==> src/rtl/corr_peak_detect.sv <==
// Sliding-window correlation/energy peak detector: windowed sums, ratio test against
// a Q0.8 threshold, and a confirm/holdoff FSM that emits a one-cycle detect pulse.
module corr_peak_detect #(
    parameter int  DATAWIDTH = 16,
    parameter int  WINDOW    = 8,
    parameter int  HOLD_CNT  = 4,
    parameter int  HOLDOFF   = 64,
    localparam int ACCW      = DATAWIDTH + $clog2(WINDOW)
) (
    input  logic                        clk_i,
    input  logic                        rst_ni,
    input  logic signed [DATAWIDTH-1:0] corr_i,
    input  logic signed [DATAWIDTH-1:0] energy_i,
    input  logic                        valid_i,
    input  logic [7:0]                  thresh_i,
    input  logic                        enable_i,
    output logic                        detect_o,
    output logic                        metric_valid_o,
    output logic signed [ACCW-1:0]      corr_acc_o,
    output logic signed [ACCW-1:0]      energy_acc_o,
    output logic [2:0]                  state_o
);

    localparam int CMPW  = ACCW + 9;
    localparam int FILLW = $clog2(WINDOW) + 1;
    localparam int RUNW  = $clog2(HOLD_CNT + 1);
    localparam int HOFW  = $clog2(HOLDOFF + 1);

    typedef enum logic [2:0] {
        S_IDLE    = 3'd0,
        S_FILL    = 3'd1,
        S_SEARCH  = 3'd2,
        S_CONFIRM = 3'd3,
        S_HOLDOFF = 3'd4
    } state_t;

    state_t          state_q, state_d;
    logic [RUNW-1:0] run_q, run_d;
    logic [HOFW-1:0] hold_q, hold_d;
    logic            detect_q, detect_d;

    logic start;
    logic accept;

    logic signed [DATAWIDTH-1:0] energy_clamp;
    logic signed [DATAWIDTH-1:0] corr_dl   [WINDOW];
    logic signed [DATAWIDTH-1:0] energy_dl [WINDOW];

    logic signed [ACCW-1:0] corr_acc_q, energy_acc_q;
    logic signed [ACCW-1:0] corr_new, energy_new, corr_old, energy_old;
    logic [FILLW-1:0]       fill_q;
    logic                   metric_valid_q;

    logic                   upd_q, strobe_q, above_q, above_d;
    logic signed [CMPW-1:0] cmp_lhs, cmp_rhs;

    // Leaving IDLE restarts the window from empty; IDLE itself never samples.
    assign start  = (state_q == S_IDLE) && enable_i;
    assign accept = valid_i && enable_i && (state_q != S_IDLE);

    assign energy_clamp = energy_i[DATAWIDTH-1] ? '0 : energy_i;

    assign corr_new   = {{(ACCW-DATAWIDTH){corr_i[DATAWIDTH-1]}}, corr_i};
    assign energy_new = {{(ACCW-DATAWIDTH){1'b0}}, energy_clamp};
    assign corr_old   = {{(ACCW-DATAWIDTH){corr_dl[WINDOW-1][DATAWIDTH-1]}}, corr_dl[WINDOW-1]};
    assign energy_old = {{(ACCW-DATAWIDTH){1'b0}}, energy_dl[WINDOW-1]};

    // NOTE: the delay line is reset and cleared like any other register because the
    // oldest entry is subtracted from the sums; stale contents would corrupt them.
    // NOTE: all sequential state uses non-blocking assignments so every register
    // samples pre-edge values, whatever the block order.
    always_ff @(posedge clk_i or negedge rst_ni) begin
        if (!rst_ni) begin
            for (int i = 0; i < WINDOW; i++) begin
                corr_dl[i]   <= '0;
                energy_dl[i] <= '0;
            end
        end else if (start) begin
            for (int i = 0; i < WINDOW; i++) begin
                corr_dl[i]   <= '0;
                energy_dl[i] <= '0;
            end
        end else if (accept) begin
            corr_dl[0]   <= corr_i;
            energy_dl[0] <= energy_clamp;
            for (int i = 1; i < WINDOW; i++) begin
                corr_dl[i]   <= corr_dl[i-1];
                energy_dl[i] <= energy_dl[i-1];
            end
        end
    end

    always_ff @(posedge clk_i or negedge rst_ni) begin
        if (!rst_ni) begin
            corr_acc_q     <= '0;
            energy_acc_q   <= '0;
            fill_q         <= '0;
            metric_valid_q <= 1'b0;
        end else if (start) begin
            corr_acc_q     <= '0;
            energy_acc_q   <= '0;
            fill_q         <= '0;
            metric_valid_q <= 1'b0;
        end else if (accept) begin
            corr_acc_q     <= corr_acc_q + corr_new - corr_old;
            energy_acc_q   <= energy_acc_q + energy_new - energy_old;
            fill_q         <= (fill_q == FILLW'(WINDOW)) ? fill_q : fill_q + 1'b1;
            metric_valid_q <= metric_valid_q || (fill_q == FILLW'(WINDOW - 1));
        end
    end

    // corr/energy >= thresh/256, evaluated without division on ACCW+9 signed operands.
    assign cmp_lhs = {corr_acc_q[ACCW-1], corr_acc_q, 8'b0};
    assign cmp_rhs = $signed({{9{energy_acc_q[ACCW-1]}}, energy_acc_q})
                   * $signed({{(ACCW+1){1'b0}}, thresh_i});
    assign above_d = !corr_acc_q[ACCW-1] && (corr_acc_q != '0) && (cmp_lhs >= cmp_rhs);

    always_ff @(posedge clk_i or negedge rst_ni) begin
        if (!rst_ni) begin
            upd_q    <= 1'b0;
            strobe_q <= 1'b0;
            above_q  <= 1'b0;
        end else begin
            upd_q    <= accept;
            strobe_q <= upd_q && metric_valid_q;
            if (upd_q && metric_valid_q) begin
                above_q <= above_d;
            end
        end
    end

    // NOTE: every always_comb target gets a default before the case, so no path
    // leaves a value unassigned and no latch is inferred.
    always_comb begin
        state_d  = state_q;
        run_d    = run_q;
        hold_d   = hold_q;
        detect_d = 1'b0;
        if (!enable_i) begin
            state_d = S_IDLE;
            run_d   = '0;
        end else begin
            unique case (state_q)
                S_IDLE: begin
                    state_d = S_FILL;
                    run_d   = '0;
                end
                S_FILL: begin
                    if (metric_valid_q) state_d = S_SEARCH;
                end
                S_SEARCH: begin
                    if (strobe_q && above_q) begin
                        if (HOLD_CNT == 1) begin
                            detect_d = 1'b1;
                            run_d    = '0;
                            hold_d   = '0;
                            state_d  = S_HOLDOFF;
                        end else begin
                            run_d   = RUNW'(1);
                            state_d = S_CONFIRM;
                        end
                    end
                end
                S_CONFIRM: begin
                    if (strobe_q) begin
                        if (!above_q) begin
                            run_d   = '0;
                            state_d = S_SEARCH;
                        end else if (run_q == RUNW'(HOLD_CNT - 1)) begin
                            detect_d = 1'b1;
                            run_d    = '0;
                            hold_d   = '0;
                            state_d  = S_HOLDOFF;
                        end else begin
                            run_d = run_q + 1'b1;
                        end
                    end
                end
                S_HOLDOFF: begin
                    if (hold_q == HOFW'(HOLDOFF - 1)) begin
                        hold_d  = '0;
                        state_d = S_SEARCH;
                    end else begin
                        hold_d = hold_q + 1'b1;
                    end
                end
                default: begin
                    state_d = S_IDLE;
                    run_d   = '0;
                end
            endcase
        end
    end

    always_ff @(posedge clk_i or negedge rst_ni) begin
        if (!rst_ni) begin
            state_q  <= S_IDLE;
            run_q    <= '0;
            hold_q   <= '0;
            detect_q <= 1'b0;
        end else begin
            state_q  <= state_d;
            run_q    <= run_d;
            hold_q   <= hold_d;
            detect_q <= detect_d;
        end
    end

    assign detect_o       = detect_q;
    assign metric_valid_o = metric_valid_q;
    assign corr_acc_o     = corr_acc_q;
    assign energy_acc_o   = energy_acc_q;
    assign state_o        = state_q;

endmodule

==> config.mk <==
export PLATFORM = sky130hd
export DESIGN_NAME = corr_peak_detect
export DESIGN_NICKNAME = d
export VERILOG_FILES = /design/src/rtl/corr_peak_detect.sv
export SDC_FILE = /design/constraint.sdc
export NUM_CORES = 1
export LEC_CHECK = 0
export CORE_AREA = 2 2 240 266
export CTS_CLUSTER_SIZE = 30
export DETAILED_ROUTE_END_ITERATION = 12
export DIE_AREA = 0 0 242 268
export SLEW_MARGIN = 20
export SYNTH_ARGS = -nofsm -noshare
export SYNTH_HDL_FRONTEND = slang
export SYNTH_SLANG_ARGS = --single-unit
==> constraint.sdc <==
create_clock -name clk_i -period 7.75 [get_ports clk_i]
set_input_delay 1.55 -clock clk_i [delete_from_list [all_inputs] [get_ports clk_i]]
set_output_delay 1.55 -clock clk_i [all_outputs]
set_load 0.02 [all_outputs]
Word level (Yosys, flattened, before mapping)
Cells that the tools add are included.
Widths: inputs -> output; s select.
{"block": "op_classes", "addsub": 7, "mux": 38, "n_reduce_logical": 19, "eq_ne": 18, "multipliers": 1, "order_cmp": 1}
{"op": "$mux 128", "n": 4}
{"op": "$mux 19", "n": 4}
{"op": "$add 19x16->19", "n": 2}
{"op": "$mux 3", "n": 12}
{"op": "$ge 27x28->1", "n": 1}
{"op": "$mul 19x9->28", "n": 1}
{"op": "$mux 7", "n": 4}
{"op": "$reduce_bool 19->1", "n": 1}
{"op": "$sub 19x16->19", "n": 1}
{"op": "$sub 19x17->19", "n": 1}
{"op": "$mux 15", "n": 1}
{"op": "$pmux 3 s5", "n": 1}
{"op": "$pmux 7 s2", "n": 1}
{"op": "$mux 4", "n": 3}
{"op": "$ne 3x3->1 const B", "n": 4}
{"op": "$ne 2x2->1 const B", "n": 5}
{"op": "$reduce_and 5->1", "n": 2}
{"op": "$eq 3x2->1 const B", "n": 3}
{"op": "$pmux 3 s3", "n": 1}
{"op": "$add 7x1->7 const B", "n": 1}
{"op": "$eq 7x6->1 const B", "n": 1}
{"op": "$logic_and 1x1->1", "n": 7}
{"op": "$mux 1", "n": 7}
{"op": "$add 4x1->4 const B", "n": 1}
{"op": "14 further kinds", "n": 15}
{"block": "totals", "in_bits": 44, "ff_bits": 316, "out_inout_bits": 43, "elab_cells": 111}

Longest topological paths before layout
{"block": "depth", "ltp_word": 6, "depth_mapped": 28}

Worst setup path after synthesis
No wires, ideal clock.
{"block": "synth_path", "path_kind": "input-to-reg", "from": "in thresh_i[0]", "to": "reg above_q", "arrival_ns": 7.443, "n_path_buf": 2, "t_required_ns": 7.621, "setup_ns": 0.129, "cell_stages": 26, "setup_slack_ns": 0.178, "path_cell_list": "clkbuf_1 -> clkbuf_1 -> nand2_1 -> fa_1 -> inv_1 -> fa_1 -> inv_1 -> fa_1 -> inv_1 -> fa_1 -> ha_1 -> o21a_1 -> o31a_1 -> o32ai_4 -> o41ai_2 -> o31ai_4 -> mux2i_1 -> a2111oi_2 -> ha_1 -> nand4_1 -> nor3_1 -> nand4_1 -> o22ai_1 -> or4_1 -> nor4_1 -> nor3b_1"}
{"block": "synth_between", "elab_chain_len": 3}
{"element": "from (decl)", "line": "15", "rtl": "input logic [7:0] thresh_i,"}
{"element": "$mul 19x9->28", "line": "115", "rtl": "* $signed({{(ACCW+1){1'b0}}, thresh_i});"}
{"element": "$ge 27x28->1", "line": "116", "rtl": "assign above_d = !corr_acc_q[ACCW-1] && (corr_acc_q != '0) && (cmp_lhs >= cmp_rhs);"}
{"element": "$logic_and 1x1->1", "line": "116"}
{"element": "to (signal assigned)", "line": "127", "rtl": "above_q <= above_d;"}
{"element": "to (decl)", "line": "54", "rtl": "logic upd_q, strobe_q, above_q, above_d;"}
No other way between the ends.
A chain may end at the register's enable or synchronous reset.

Worst setup path after layout
Ends and elaborated chain as after synthesis.

==> run_results.csv <==
group,metric,value,unit
status,status,"complete, no violations",
global_route,overflow,0,
min_path,min_path_type,"register to register",
sta,tns,0,ns
drt,ant_nets,0,
place,place_inst,3268,
final_layout,fin_util,0.394,
clock_network,cts_tree,"yes",
clock_network,clock-root-buffer,"clkbuf_16",
global_route,grt_max_degree,207,
critical_path,critPathMostFrequentCell,"buf_4",
final_layout,nets,2787,
power_and_ir_drop,power.density,412,nW/µm²
synth,synth_edf_count,0,
synth,yosys.area.top_type_share,0.368,
critical_path,cp.required,8.25,ns
drt,num_vias,16400,
critical_path,cp-end-kind,"register",
floorplan,die_area,64900,µm²
synth,synth-simple-area-share,0.212,
synth,syn_inst,2395,
place,dp.final_hpwl,36200,µm
drt,wl_per_cell,15.4,µm
critical_path,crit_path_start_kind,"input pin",
sta,worst-slew-pin-transition,1.05,ns
floorplan,core,62000,µm²
global_route,grt_pass1_wl,85300,µm
synth,synth_compound_area_frac,0.104,
global_route,antenna_found_initial,0,
final_layout,multi_input_area,11900,µm²
place,gp_congestion,0.890,
synth,synth_xor_area_frac,0.0188,
synth,synthMuxAreaShare,0.00436,
synth,synth_top_cell_by_area,"dfrtp_1",
final_layout,fillerInstances,6190,
clock_network,hold_buffers,0,
synth,synth_fa_ha_area_frac,0.217,
critical_path,critPathTopFamily,"adder cells",
power_and_ir_drop,vdd_drop_max,0.000235,V
sta,period_minus_slack,7.50,ns
sta,slew_headroom,0.303,
critical_path,critPathBufInv,6,
sta,hold_violations,0,
power_and_ir_drop,leakagePower,12.2,nW
sta,fin_crit_sh,0.968,
clock_network,clkLatencyLatePin,0.57,ns
global_route,grt_pass1_vias,16500,
drt,wirelength,51100,µm
synth,synth_warnings,0,
sta,skew,0.0254,ns
critical_path,path_max_fanout,6,
synth,synth_top_family_by_area,"adder cells",
final_layout,areaGrowthSynthToFinish,16.6,%
synth,ys_seq_area_frac,0.368,
floorplan,io_pins,87,
clock_network,htree_levels,1,
drt,viasPerCell,4.93,
synth,async_flop_share,1.00,
synth,yosys-top-cells-count,"nand2_1, dfrtp_1, inv_1",
power_and_ir_drop,power,10.1,mW
drt,drc_errors,0,
sta,max_freq,0.133,GHz
critical_path,critPathKind,"input pin to register",
synth,synth_ff_type,"dfrtp_1",
drt,drtPass1Iterations,5,
floorplan,die_x,242,µm
drt,drt_iter0_drc,963,
synth,synth_nets,2711,
synth,post_synth_main_area_contributors,"dfrtp_1, fa_1, nand2_1",
critical_path,slowest_stage,"fa_2",
clock_network,clk_pin_slew,0.07,ns
critical_path,max_stage_delay,0.59,ns
sta,setup_viol,0,
floorplan,fp-row-count,96,
global_route,track_usage,0.159,
clock_network,cts_buffers,30,
synth,syn_area_per_cell,8.75,µm²
final_layout,regArea,7710,µm²
floorplan,start_util,0.338,
sta,drv_slew,0,
final_layout,instances_no_fill,3327,
floorplan,die_h,268,µm
final_layout,drive_gt1_frac,0.0718,
synth,synth_most_common_cell,"nand2_1",
synth,ys_types,69,
critical_path,cp_data_arrival_time,8.00,ns
clock_network,cts.sinks,308,
synth,ys_ff_latch,308,
clock_network,cts_buffer_depth,3,
run,drv_cap,0,
synth,synthesis.area,21000,µm²
place,io_buffers,86,
-- flip-flops by register name, indices dropped and copies added (netlist names), 3 cells and up --
| register | count |
|---|---|
| corr_acc_o | 19 |
| corr_dl | 128 |
| energy_acc_o | 19 |
| energy_dl | 120 |
| fill_q | 4 |
| hold_q | 7 |
| run_q | 3 |
| state_o | 3 |
-- cell usage in the layout (no fill, tap or decap), types with 47 or more instances in the layout --
| master | count |
|---|---|
| nand2_1 | 550 |
| o21ai_0 | 98 |
| a21oi_1 | 119 |
| nor2_1 | 47 |
| clkdlybuf4s50_1 | 85 |
| ha_1 | 114 |
| nand3_1 | 209 |
| fa_1 | 152 |
| and2_1 | 84 |
| inv_1 | 287 |
| dfrtp_1 | 308 |
| buf_4 | 80 |
-- per-layer routing --
layer | vias up | routed length [µm] | GRT usage | share of wire
li1 | 7900 | - | - | -
met2 | 314 | 24800 | 0.271 | 0.48
met3 | 84 | 1950 | 0.0152 | 0.038
met4 | 0 | 1310 | 0.0479 | 0.026
met1 | 8118 | 23100 | 0.214 | 0.45
met5 | - | 0 | 0 | 0
-- where the power goes --
| part | internal [mW] | switching (mW) |
|---|---|---|
| clock | 0.986 | 0.640 |
| sequential | 1.80 | 0.351 |
| combinational | 2.74 | 3.55 |
-- area by class of cell --
class | instances | share of cell area
Tap cell | 833 | 0.0426
Antenna cell | 1 | 0.000102
Inverter | 288 | 0.0444
Multi-Input combinational cell | 1667 | 0.486
Timing Repair Buffer | 176 | 0.0671
Sequential cell | 308 | 0.315
Clock inverter | 13 | 0.00921
Clock buffer | 41 | 0.0357
-- worst reg2reg max path, cell delays in order (launching register included) --
cell and delay, ns:
dfrtp_1 0.73, nand2_1 0.16, fa_1 0.57, inv_1 0.05
fa_1 0.48, fa_1 0.50, fa_1 0.50, ha_2 0.33
a2111oi_4 0.32, o21a_1 0.21, o211ai_1 0.09, buf_4 0.16
buf_4 0.13, a311oi_2 0.24, o21bai_1 0.11, a21oi_1 0.17
xor2_1 0.18, ha_1 0.26, a21o_1 0.18, a21o_1 0.17
a21oi_1 0.13, o22ai_1 0.09, or4_4 0.43, o211ai_1 0.18
nor3b_2 0.18
-- logic make-up after synthesis --
family / count (synthesis)
multiplexers: 9
AND/OR/NAND/NOR: 988
AO/OA/AOI/OAI: 353
flip-flops: 308
adder cells (fa/ha/maj): 272
XOR/XNOR: 45
buffers and inverters: 420
-- path summary, 6_finish.rpt --
path                                               from  slack, ns  depth (start not counted)                           to
max                                         thresh_i[0]       0.25                         27          above_q$_DFFE_PN0P_
min reg2reg                     corr_dl[63]$_DFFE_PN0P_       0.45                          2      corr_dl[47]$_DFFE_PN0P_
min in group asynchronous                        rst_ni       0.96                          1  energy_acc_o[6]$_DFFE_PN0P_
max reg2reg                energy_acc_o[10]$_DFFE_PN0P_       1.12                         24          above_q$_DFFE_PN0P_
max in group asynchronous                        rst_ni       5.31                          2      corr_dl[18]$_DFFE_PN0P_
min                             corr_dl[63]$_DFFE_PN0P_       0.45                          2      corr_dl[47]$_DFFE_PN0P_
-- what timing repair did --
item / 4_1_cts / 5_1_grt
buffers inserted: 0 / 4
resized for setup: 0 / 32
setup endpoints to repair: 0 / 1
-- stage by stage --
| step | setup slack (ns) | instance area (µm²) | hold slack, ns |
|---|---|---|---|
| after floorplan | 0.178 | 21000 | 0.438 |
| after global placement | -0.376 | 23100 | 0.447 |
| after detailed placement | -0.492 | 23100 | 0.449 |
| after CTS | 0.0692 | 24200 | 0.447 |
| after global routing | -0.0284 | 24400 | 0.474 |
| final | 0.248 | 24400 | 0.452 |
(Power assumes the default switching activity.)
